## src/rtl/mips_pkg.sv

```systemverilog
// Shared MIPS pipeline constants: default datapath widths and the hard-wired zero register.
package mips_pkg;

    localparam int unsigned DATA_W   = 32;
    localparam int unsigned ADDR_W   = 5;
    localparam int unsigned NUM_REGS = 2 ** ADDR_W;
    localparam int unsigned REG_ZERO = 0;
    localparam int unsigned COUNT_W  = 32;

endpackage

```

## src/rtl/writeback_regfile_wb_select.sv

```systemverilog
// Write-back value selection and commit qualification; pure combinational so the
// forwarding unit can reuse it.
module wb_select #(
    parameter int unsigned DATA_W = mips_pkg::DATA_W,
    parameter int unsigned ADDR_W = mips_pkg::ADDR_W
) (
    input  logic              MemtoReg,
    input  logic              RegWrite,
    input  logic [DATA_W-1:0] AluIn,
    input  logic [DATA_W-1:0] MemDataIn,
    input  logic [ADDR_W-1:0] writeReg,
    output logic [DATA_W-1:0] wbData,
    output logic              wbValid
);
    import mips_pkg::REG_ZERO;

    always_comb begin
        wbData = AluIn;
        if (MemtoReg) begin
            wbData = MemDataIn;
        end
    end

    // Writes aimed at the zero register never commit.
    always_comb begin
        wbValid = RegWrite && (writeReg != ADDR_W'(REG_ZERO));
    end

endmodule

```

## src/rtl/writeback_regfile.sv

```systemverilog
// Write-back stage plus register file: commits the selected MEM/WB value and serves the
// two ID read ports with same-cycle write-through bypass.
module writeback_regfile #(
    parameter int unsigned DATA_W = mips_pkg::DATA_W,
    parameter int unsigned ADDR_W = mips_pkg::ADDR_W
) (
    input  logic              clk,
    input  logic              reset,
    input  logic              MemtoReg,
    input  logic              RegWrite,
    input  logic [DATA_W-1:0] AluIn,
    input  logic [DATA_W-1:0] MemDataIn,
    input  logic [ADDR_W-1:0] writeReg,
    input  logic [ADDR_W-1:0] readReg1,
    input  logic [ADDR_W-1:0] readReg2,
    output logic [DATA_W-1:0] readData1,
    output logic [DATA_W-1:0] readData2,
    output logic [DATA_W-1:0] wbData,
    output logic              wbValid,
    output logic [31:0]       wbCount
);
    import mips_pkg::REG_ZERO;

    localparam int unsigned NumRegs = 2 ** ADDR_W;

    logic [DATA_W-1:0] regs [NumRegs];

    wb_select #(
        .DATA_W (DATA_W),
        .ADDR_W (ADDR_W)
    ) u_wb_select (
        .MemtoReg  (MemtoReg),
        .RegWrite  (RegWrite),
        .AluIn     (AluIn),
        .MemDataIn (MemDataIn),
        .writeReg  (writeReg),
        .wbData    (wbData),
        .wbValid   (wbValid)
    );

    // Register array; entry 0 is never written because wbValid excludes it.
    always_ff @(posedge clk or posedge reset) begin
        if (reset) begin
            for (int i = 0; i < int'(NumRegs); i++) begin
                regs[i] <= '0;
            end
        end else if (wbValid) begin
            regs[writeReg] <= wbData;
        end
    end

    // Committed-write counter, wraps naturally at 2**32.
    always_ff @(posedge clk or posedge reset) begin
        if (reset) begin
            wbCount <= '0;
        end else if (wbValid) begin
            wbCount <= wbCount + 32'd1;
        end
    end

    // Read port 1: zero register, then bypass of this edge's commit, then stored value.
    always_comb begin
        readData1 = '0;
        if (reset || (readReg1 == ADDR_W'(REG_ZERO))) begin
            readData1 = '0;
        end else if (wbValid && (writeReg == readReg1)) begin
            readData1 = wbData;
        end else begin
            readData1 = regs[readReg1];
        end
    end

    // Read port 2: identical rules, evaluated independently.
    always_comb begin
        readData2 = '0;
        if (reset || (readReg2 == ADDR_W'(REG_ZERO))) begin
            readData2 = '0;
        end else if (wbValid && (writeReg == readReg2)) begin
            readData2 = wbData;
        end else begin
            readData2 = regs[readReg2];
        end
    end

endmodule

```

## config.mk

```make
export PLATFORM = sky130hd
export DESIGN_NAME = writeback_regfile
export DESIGN_NICKNAME = d
export VERILOG_FILES = /design/src/rtl/mips_pkg.sv /design/src/rtl/writeback_regfile_wb_select.sv /design/src/rtl/writeback_regfile.sv
export SDC_FILE = /design/constraint.sdc
export NUM_CORES = 2
export LEC_CHECK = 0
export BUFFER_PORTS_ARGS = -buffer_cell sky130_fd_sc_hd__buf_2
export CORE_UTILIZATION = 57
export CTS_CLUSTER_SIZE = 20
export DETAILED_ROUTE_END_ITERATION = 10
export PLACE_DENSITY_LB_ADDON = 0.25
export SLEW_MARGIN = 20
export SYNTH_ARGS = -nofsm -noshare
export SYNTH_HDL_FRONTEND = slang
export SYNTH_SLANG_ARGS = --single-unit
```

## constraint.sdc

```tcl
create_clock -name clk -period 46.1 [get_ports clk]
set_input_delay 4.61 -clock clk [delete_from_list [all_inputs] [get_ports clk]]
set_output_delay 4.61 -clock clk [all_outputs]
set_load 0.01 [all_outputs]
```

==> results.json <==
{
  "grt_use_total_pct": 37.9,
  "clk_transition_reported_paths_ns": 0.06,
  "drt_iter0_markers": 6048,
  "post-route-drc-count": 0,
  "final_nets": 4858,
  "sequential_area_share_after_synthesis_pct": 48.7,
  "postSynthCellCount": 4875,
  "clock_path_buffers": 3,
  "setup_ws_ns": 33.02,
  "finish.instance_area_sq_um": 59200,
  "outcome": "finished, final reports clean",
  "clockPowerShare_pct": 33.5,
  "cts_setup_buffers": 0,
  "tritoncts.num_buffers": 110,
  "grt_start_max_net_pins": 143,
  "detailedRoute.firstPassIterationCount": 8,
  "worstSetupPathType": "in2out",
  "place_worst_setup_slack_ns": 32.99,
  "routability_congestion": 0.879,
  "combPwrFrac_pct": 20.2,
  "ys.warnings.count": 0,
  "cts_num_sinks": 1056,
  "layout-drive-gt1-share_pct": 23.3,
  "initial_core_util_pct": 57.9,
  "dr_total_vias": 42400,
  "drt.antenna.violating_nets": 0,
  "layout.cells.non_filler": 6118,
  "drt-wirelength-per-cell_um": 29.4,
  "p_sw_mw": 0.805,
  "critical_path_arrival_ns": 8.47,
  "fillers": 7199,
  "die_h_um": 310,
  "max_freq_mhz": 76.5,
  "cellPowerDensity_nw_per_um2": 46.3,
  "mappedNetlistNets": 4959,
  "ys_types": 54,
  "mappedNetlistArea_sq_um": 54200,
  "synthDominantAreaCellType": "dfrtp_1",
  "rsz_0062_raised_after_global_routing": "false",
  "synth-main-ff-cell": "dfrtp_1",
  "layout_commonest_cell": "dfrtp_1",
  "cap_viol_max_count": 0,
  "synthesis.area_per_instance_sq_um": 11.1,
  "hold_ws_ns": 0.398,
  "power_leakage_nw": 25.4,
  "number_of_antenna_violations_at_the_first_check_in_global_routing": 5,
  "power_frac_seq_pct": 46.2,
  "finalHoldViolCount": 0,
  "skew_ns": 0.0137,
  "post_cts_hold_buffer_count": 0,
  "die_x_um": 310,
  "die-area_sq_um": 96400,
  "drt_wl_total_um": 180000,
  "min_path_type": "reg2reg",
  "instance_count_along_the_most_critical_hold_path": 0,
  "fin_total_pwr_mw": 2.74,
  "flow.area_growth_from_synthesis_pct": 9.06,
  "final_critical_path_share_of_the_clock_period_pct": 28.4,
  "totalNegativeSetupSlack_ns": 0,
  "core-area_sq_um": 93700,
  "synth_enable_flop_cells": 0,
  "dp_cells": 5914,
  "vdd.ir_drop.worst_v": 0.0000323,
  "internal_power_mw": 1.94,
  "drv_slew": 0,
  "critPathLaunchType": "input port",
  "number_of_h_tree_levels": 3,
  "kind_of_end_point_of_the_critical_path": "output port",
  "std_cell_rows": 112,
  "synth.top_cell.area_share_pct": 48.7,
  "clk-insertion-delay-late_ns": 0.69,
  "tritoncts": "built",
  "cts-root-buf": "clkbuf_16",
  "postPlaceCellArea_sq_um": 55400,
  "port-buffer-count": 211,
  "final_cell_mix": "dfrtp_1 (1056), nand2_1 (635), o21ai_0 (624)",
  "timing.reg2reg.worst_path_depth": 5,
  "min_period_ns": 13.08,
  "worst_pin_slew_ns": 1.22,
  "timing.max_slew.rel_slack_pct": 18.4,
  "synthArstFlopShare_pct": 100,
  "crit_required_ns": 41.49,
  "ys_seq_elements": 1056,
  "worstPathMaxFanout": 50,
  "grt_pass1_vias": 40700,
  "setup_failing_eps_final": 0,
  "ctsResizeCount": 0,
  "number_of_i_o_pins": 212,
  "post-route-util_pct": 63.1,
  "globalRoute.totalOverflow": 0,
  "viasPerCell": 6.93,
  "synthTopCellsByArea": "dfrtp_1 (49%), mux4_2 (19%), o21ai_0 (5.8%), nand2_1 (4.5%), a21oi_1 (3.6%)",
  "first_pass_grt_wire_length_um": 265000,
  "dpl.hpwl_um": 100000,
  "swShare_pct": 29.4
}
[final cells by class]
class                   instances  area (sq um)  area share, %
flip-flops and latches       1056         26400           44.7
multi-input cells            3257         25400           42.9
clock buffers                 167          3290           5.56
repair buffers                312          1940           3.28
well taps                    1254          1570           2.65
clock inverters                32           405          0.685
inverters                      37           146          0.247
diodes                          3          7.51         0.0127
[power groups by stage]
stage	Sequential, mW	Combinational [mW]	Clock (mW)
final	1.27	0.554	0.919
after global routing	1.29	0.607	0.957
after CTS	1.26	0.550	0.922
after detailed placement	1.27	0.547	0
after global placement	1.26	0.528	0
after floorplan	1.23	0.431	0
[final timing paths]
path | from | endpoint | slack (ns)
worst max register to register | wbCount[2] | wbCount[24] | 44.17
worst min-delay path | regs[1016] | regs[1016] | 0.40
min in group asynchronous | reset | regs[831] | 4.24
max in group asynchronous | reset | wbCount[31] | 38.59
worst min register to register | regs[1016] | regs[1016] | 0.40
worst max-delay path | readReg2[0] | readData2[31] | 33.02
[sequential cells by signal, summed over array words and instances, names as in the netlist]
signal / count
regs: 1024
wbCount: 32
[synthesized netlist by cell type (30+ instances only)]
master / count
nand2_1: 655
buf_4: 53
mux2i_1: 49
o21ai_0: 624
mux2_2: 75
o22ai_1: 285
nor2b_1: 30
buf_6: 32
inv_1: 36
or4_1: 51
dfrtp_1: 1056
buf_2: 101
a211oi_1: 31
a21oi_1: 390
nor2_1: 411
mux4_2: 450
clkbuf_1: 299
[cells by family (layout without fill, tap and decap cells)]
logic type	after synthesis	in the layout	share of synthesized area [%]
adders and majority gates	1	1	0.0231
muxes	577	577	21.3
and+or+nand+nor	1261	1261	9.82
xor gates and xnor gates	41	41	0.662
buffers and inverters	562	548	5.46
other	0	3	0
AOI/OAI and AO/OA	1377	1377	14.0
DFF	1056	1056	48.7
[worst max-delay path: stages]
cell     delay (ns)
buf_8          0.42
buf_4          0.88
buf_4          0.88
mux4_2         0.38
o22ai_1        0.10
or4_1          0.55
o22ai_1        0.33
buf_2          0.21
[routing by layer]
layer  global-route usage, %  share of wire (%)  vias to the layer above
li1                        -                  -                    17600
met1                    52.0                 38                    21400
met2                    56.2                 45                     2911
met3                    10.1                 13                      533
met4                    18.9                5.2                        4
met5                       0              0.015                        -
Note: power is estimated with default switching activity, not from simulation.
